`src/rtl/popcount_sched_pkg.sv`:
```
// Shared constants and FSM encoding for the popcount scheduler.
package popcount_sched_pkg;
    localparam int CHUNK_W    = 7;
    localparam int CHUNKS_DEF = 4;
    localparam int CNT_W_DEF  = 5;

    typedef enum logic [1:0] {
        IDLE = 2'd0,
        RUN  = 2'd1,
        DONE = 2'd2
    } state_t;
endpackage

```
`src/rtl/popcount_sched_ones.sv`:
```
// Shared 7-input ones counter (purely combinational).
module ones (
    input  logic [6:0] din,
    output logic [2:0] count
);
    always_comb begin
        count = '0;
        for (int i = 0; i < 7; i++) count = count + {2'b00, din[i]};
    end
endmodule

```
`src/rtl/popcount_sched.sv`:
```
// Round-robin scheduler serialising two requesters' words through one shared ones counter.
//   state | meaning
//   IDLE  | arbitrate; granted ready driven combinationally, word latched
//   RUN   | one chunk per cycle through ones, accumulate
//   DONE  | result presented until consumer takes it
module popcount_sched
    import popcount_sched_pkg::*;
#(
    parameter int CHUNKS = CHUNKS_DEF,
    parameter int CNT_W  = CNT_W_DEF
) (
    input  logic                      clk,
    input  logic                      rst_n,
    input  logic                      req0_valid,
    input  logic [CHUNK_W*CHUNKS-1:0] req0_data,
    output logic                      req0_ready,
    input  logic                      req1_valid,
    input  logic [CHUNK_W*CHUNKS-1:0] req1_data,
    output logic                      req1_ready,
    output logic                      res_valid,
    input  logic                      res_ready,
    output logic [CNT_W-1:0]          res_count,
    output logic                      res_id
);
    localparam int IDX_W = (CHUNKS > 1) ? $clog2(CHUNKS) : 1;

    state_t                           state;
    logic [CHUNKS-1:0][CHUNK_W-1:0]   word;
    logic [IDX_W-1:0]                 idx;
    logic [CNT_W-1:0]                 acc;
    logic                             last_grant;
    logic                             grant0;
    logic                             grant1;
    logic [CHUNK_W-1:0]               chunk;
    logic [2:0]                       ones_cnt;
    logic [CNT_W-1:0]                 sum;

    // Readies are masked by reset so they read 0 while rst_n is held low.
    always_comb begin
        grant0 = rst_n && (state == IDLE) && req0_valid && (!req1_valid || last_grant);
        grant1 = rst_n && (state == IDLE) && req1_valid && (!req0_valid || !last_grant);
        chunk  = word[idx];
        sum    = acc + CNT_W'(ones_cnt);
    end

    assign req0_ready = grant0;
    assign req1_ready = grant1;

    ones u_ones (
        .din   (chunk),
        .count (ones_cnt)
    );

    always_ff @(posedge clk or negedge rst_n) begin
        if (!rst_n) begin
            state      <= IDLE;
            word       <= '0;
            idx        <= '0;
            acc        <= '0;
            res_count  <= '0;
            res_id     <= 1'b0;
            res_valid  <= 1'b0;
            last_grant <= 1'b1;
        end else begin
            case (state)
                IDLE: begin
                    if (grant0 || grant1) begin
                        word       <= grant1 ? req1_data : req0_data;
                        res_id     <= grant1;
                        last_grant <= grant1;
                        acc        <= '0;
                        idx        <= '0;
                        state      <= RUN;
                    end
                end
                RUN: begin
                    acc <= sum;
                    idx <= idx + 1'b1;
                    if (idx == IDX_W'(CHUNKS - 1)) begin
                        res_count <= sum;
                        res_valid <= 1'b1;
                        state     <= DONE;
                    end
                end
                DONE: begin
                    if (res_ready) begin
                        res_valid <= 1'b0;
                        state     <= IDLE;
                    end
                end
                default: state <= IDLE;
            endcase
        end
    end
endmodule

```
`config.mk`:
```
export PLATFORM = sky130hd
export DESIGN_NAME = popcount_sched
export DESIGN_NICKNAME = d
export VERILOG_FILES = /design/src/rtl/popcount_sched_pkg.sv /design/src/rtl/popcount_sched_ones.sv /design/src/rtl/popcount_sched.sv
export SDC_FILE = /design/constraint.sdc
export NUM_CORES = 1
export LEC_CHECK = 0
export CORE_MARGIN = 2
export CORE_UTILIZATION = 30
export DETAILED_ROUTE_END_ITERATION = 7
export HOLD_SLACK_MARGIN = 0.08
export SYNTH_ARGS = -nofsm -noshare
export SYNTH_HDL_FRONTEND = slang
export SYNTH_SLANG_ARGS = --single-unit
```
`constraint.sdc`:
```
create_clock -name clk -period 3.7 [get_ports clk]
set_input_delay 0.74 -clock clk [delete_from_list [all_inputs] [get_ports clk]]
set_output_delay 0.74 -clock clk [all_outputs]
set_load 0.01 [all_outputs]
```
==> results.sh, run 1 <==
export IMPL_antenna_found_initial=0
export IMPL_nets=396
export IMPL_finalMaxSlewViolations=0
export IMPL_r2r_cells=12
export IMPL_pin_count=70
export IMPL_synth_area_mux_share_pct=7.28
export IMPL_drive_gt1_share_pct=19.4
export IMPL_finalCritPeriodShare_pct=103
export IMPL_grtUsageTotal_pct=14.4
export IMPL_synthFlopType="dfrtp_1"
export IMPL_reg2reg_from="idx[0]$_DFFE_PN0P_"
export IMPL_initial_core_util_pct=30.4
export IMPL_cp_end_kind="flip-flop"
export IMPL_async_reset_ff_share_pct=100
export IMPL_drv_cap=0
export IMPL_area_growth_pct=39.2
export IMPL_cts_sinks=45
export IMPL_cts_tree="built"
export IMPL_min_from="last_grant$_DFFE_PN1P_"
export IMPL_cts_reportedPaths_clkPinSlew_ns=0.08
export IMPL_fp_dieArea_um2=8930
export IMPL_whs_endpoint="last_grant$_DFFE_PN1P_"
export IMPL_grt_pass1_wl_um=10100
export IMPL_synthTopCellsByCount="dfrtp_1 (44), nand2_1 (44), a21oi_1 (38)"
export IMPL_yosys_warnings=0
export IMPL_instances_no_fill=429
export IMPL_cp_data_required_time_ns=3.88
export IMPL_num_rows=33
export IMPL_synth_top_area_share_pct=44.8
export IMPL_rsz0062_at_grt="yes"
export IMPL_violations="setup timing"
export IMPL_drt_iter0_drc=63
export IMPL_r2r_end="acc[4]$_DFFE_PN0P_"
export IMPL_final_period_minus_worst_setup_slack_ns=3.81
export IMPL_worst_slew_pin_slew_ns=0.597
export IMPL_relSlewSlack_pct=60.2
export IMPL_ys_types=29
export IMPL_dp_hpwl_um=4430
export IMPL_vias=2054
export IMPL_root_buffer="clkbuf_8"
export IMPL_cts_buffers=5
export IMPL_whs_path_depth=2
export IMPL_finalWirelength_um=5960
export IMPL_synthCells=255
export IMPL_antenna_left=0
export IMPL_critPathLaunchType="flip-flop"
export IMPL_grt_max_degree=46
export IMPL_dpl_worst_slack_ns=-0.260
export IMPL_synth_top_family_by_area="compound AO/OA/AOI/OAI gates"
export IMPL_ys_ff_latch=45
export IMPL_seq_area_frac_synth_pct=45.9
export IMPL_worstPathCellList="mux4_2, ha_4, fa_1, fa_1, ha_2, inv_2, fa_2, fa_2, nor2b_4, o21ai_2, xor2_1, o21ai_1"
export IMPL_yosysTopAreaCell="dfrtp_1"
export IMPL_syn_area_um2=2460
export IMPL_via_per_inst=4.79
export IMPL_fmax_mhz=263
export IMPL_die_h_um=94.5
export IMPL_synth_fa_ha_area_share_pct=6.82
export IMPL_hold_viol=0
export IMPL_setup_ws_ns=-0.106
export IMPL_crit_type="flip-flop to flip-flop"
export IMPL_firstDrtPassIters=5
export IMPL_synth_compound_area_share_pct=18.6
export IMPL_status="finished, violations left"
export IMPL_worst_path_max_fanout=4
export IMPL_diodes=0
export IMPL_setup_viol=4
export IMPL_crit_arrival_ns=3.98
export IMPL_dp_cells=422
export IMPL_core_um2=8090
export IMPL_clockBufferDepth=2
export IMPL_synth_xor_area_share_pct=1.43
export IMPL_yosys_area_share_simple_pct=15.0
export IMPL_slowest_stage="mux4_2"
export IMPL_reg2reg_setup_slack_ns=-0.11
export IMPL_synth_avg_cell_area_um2=9.64
export IMPL_drc=0
export IMPL_die_w_um=94.5
export IMPL_synth_area_leaders="dfrtp_1 (45%), a21oi_1 (7.7%), a21oi_2 (7.1%)"
export IMPL_hold_buffers=0
export IMPL_routedWlPerCell_um=13.9
export IMPL_synth_edf_count=0
export IMPL_cts_htree_levels=2
export IMPL_synth_fp_nets=327
export IMPL_grt_pass1_vias=2196
export IMPL_numPortBuffers=69
export IMPL_place_gp_congestion=0.775
export IMPL_hold_path_class="flip-flop to flip-flop"
export IMPL_postCtsSetupBuffers=0
export IMPL_grt_ovfl_total=0
export IMPL_cpPeakStageDelay_ns=0.54
export IMPL_clk_latency_ns=0.30
export IMPL_skew_ns=0.00577
## cells in the final DEF, fill, tap and decap left out, types with 2 or more instances in the layout
master           Yosys  routed
inv_1                8       6
buf_4                0       8
inv_2                1       3
nand3_1              6       6
fa_2                 0       2
nand2_1             44      43
o21ai_1              1       5
mux4_2               7       7
a21oi_1             38      38
a21oi_2             20      20
o21ai_0             14       8
ha_4                 0       3
fa_1                 4       2
xor2_1               2       2
nand2_2              1       2
nor2_1              30      30
o21ai_2              0       2
ha_1                 7       3
dfrtp_1             44      43
clkdlybuf4s50_1      0      68
nand2b_1             2       2
clkbuf_8             0       5
## routing by layer
layer / share of wire (%) / vias to the layer above / track usage, % / routed length (um)
li1: - / 998 / - / -
met3: 3.8 / 9 / 3.27 / 228
met1: 43 / 1001 / 17.8 / 2580
met5: 0 / - / 0 / 0
met2: 52 / 46 / 25.5 / 3080
met4: 1.2 / 0 / 3.62 / 70
## registers in the layout (all words and copies together), names as in the netlist
| register | cells |
|---|---|
| last_grant | 1 |
| res_count | 5 |
| res_valid | 1 |
| word | 28 |
| acc | 5 |
| state | 2 |
| idx | 2 |
| res_id | 1 |
## metrics by stage
stage               instance area (um2)  hold slack [ns]  util (%)  TNS (ns)
floorplan                          2480            0.444         -    -0.305
global placement                   3270            0.456      40.4    -0.329
detailed placement                 3270            0.464      40.4    -0.904
CTS                                3410            0.476      42.1    -0.526
global route                       3420            0.493      42.3     -1.13
finish                             3420            0.471      42.3    -0.366
## kinds of logic (layout without fill, tap and decap cells)
group           count (synthesis)  in the layout
flops                          45             45
fa+ha+maj                      11             11
simple gates                   87             87
compound gates                 75             75
mux                             9              9
xor+xnor                        4              4
buf+inv                        24             93
## how the worst max path moves through the flow
stage	startpoint	to	slack (ns)	cells after the start
global placement	idx[0]$_DFFE_PN0P_	acc[4]$_DFFE_PN0P_	-0.12	13
finish	idx[0]$_DFFE_PN0P_	acc[4]$_DFFE_PN0P_	-0.11	12
CTS	idx[0]$_DFFE_PN0P_	acc[4]$_DFFE_PN0P_	-0.17	13
detailed placement	idx[0]$_DFFE_PN0P_	acc[4]$_DFFE_PN0P_	-0.26	13
global route	idx[0]$_DFFE_PN0P_	res_count[4]$_DFFE_PN0P_	-0.29	13
floorplan	idx[0]$_DFFE_PN0P_	acc[4]$_DFFE_PN0P_	-0.12	14
## critical path: cells and delay by family (launching register included)
kind | cells | cell delay [ns]
buffers and inverters | 1 | 0.05
DFF | 1 | 0.41
and+or+nand+nor | 1 | 0.13
xor gates and xnor gates | 1 | 0.18
muxes | 1 | 0.54
adders and majority gates | 6 | 2.25
AOI/OAI and AO/OA | 2 | 0.14
## cell type report
type                       count  area, um2
clock buffer                   5       68.8
clock inverter                 2       35.0
fill                         822       4670
inverter                       9       33.8
multi-input combinational    186       1280
sequential                    45       1130
tap                          105        131
timing repair buffer          77        746
## what timing repair did
| item | CTS | global route |
|---|---|---|
| pin swaps | 7 | 0 |
| setup endpoints to repair | 6 | 8 |
| resized for setup | 9 | 7 |
Power of run 1 is left out: the tool's default activity adds up to more than one toggle a clock period on the data nets, which glitch-free logic cannot reach.
==> inputs of run 2 (changes only) <==
- ABC_CLOCK_PERIOD_IN_PS: not set -> 3700
==> results of run 2 <==
Same layout as run 1: the final DEF is identical, and so are final timing and power.
Power of run 2 is left out for the same reason.
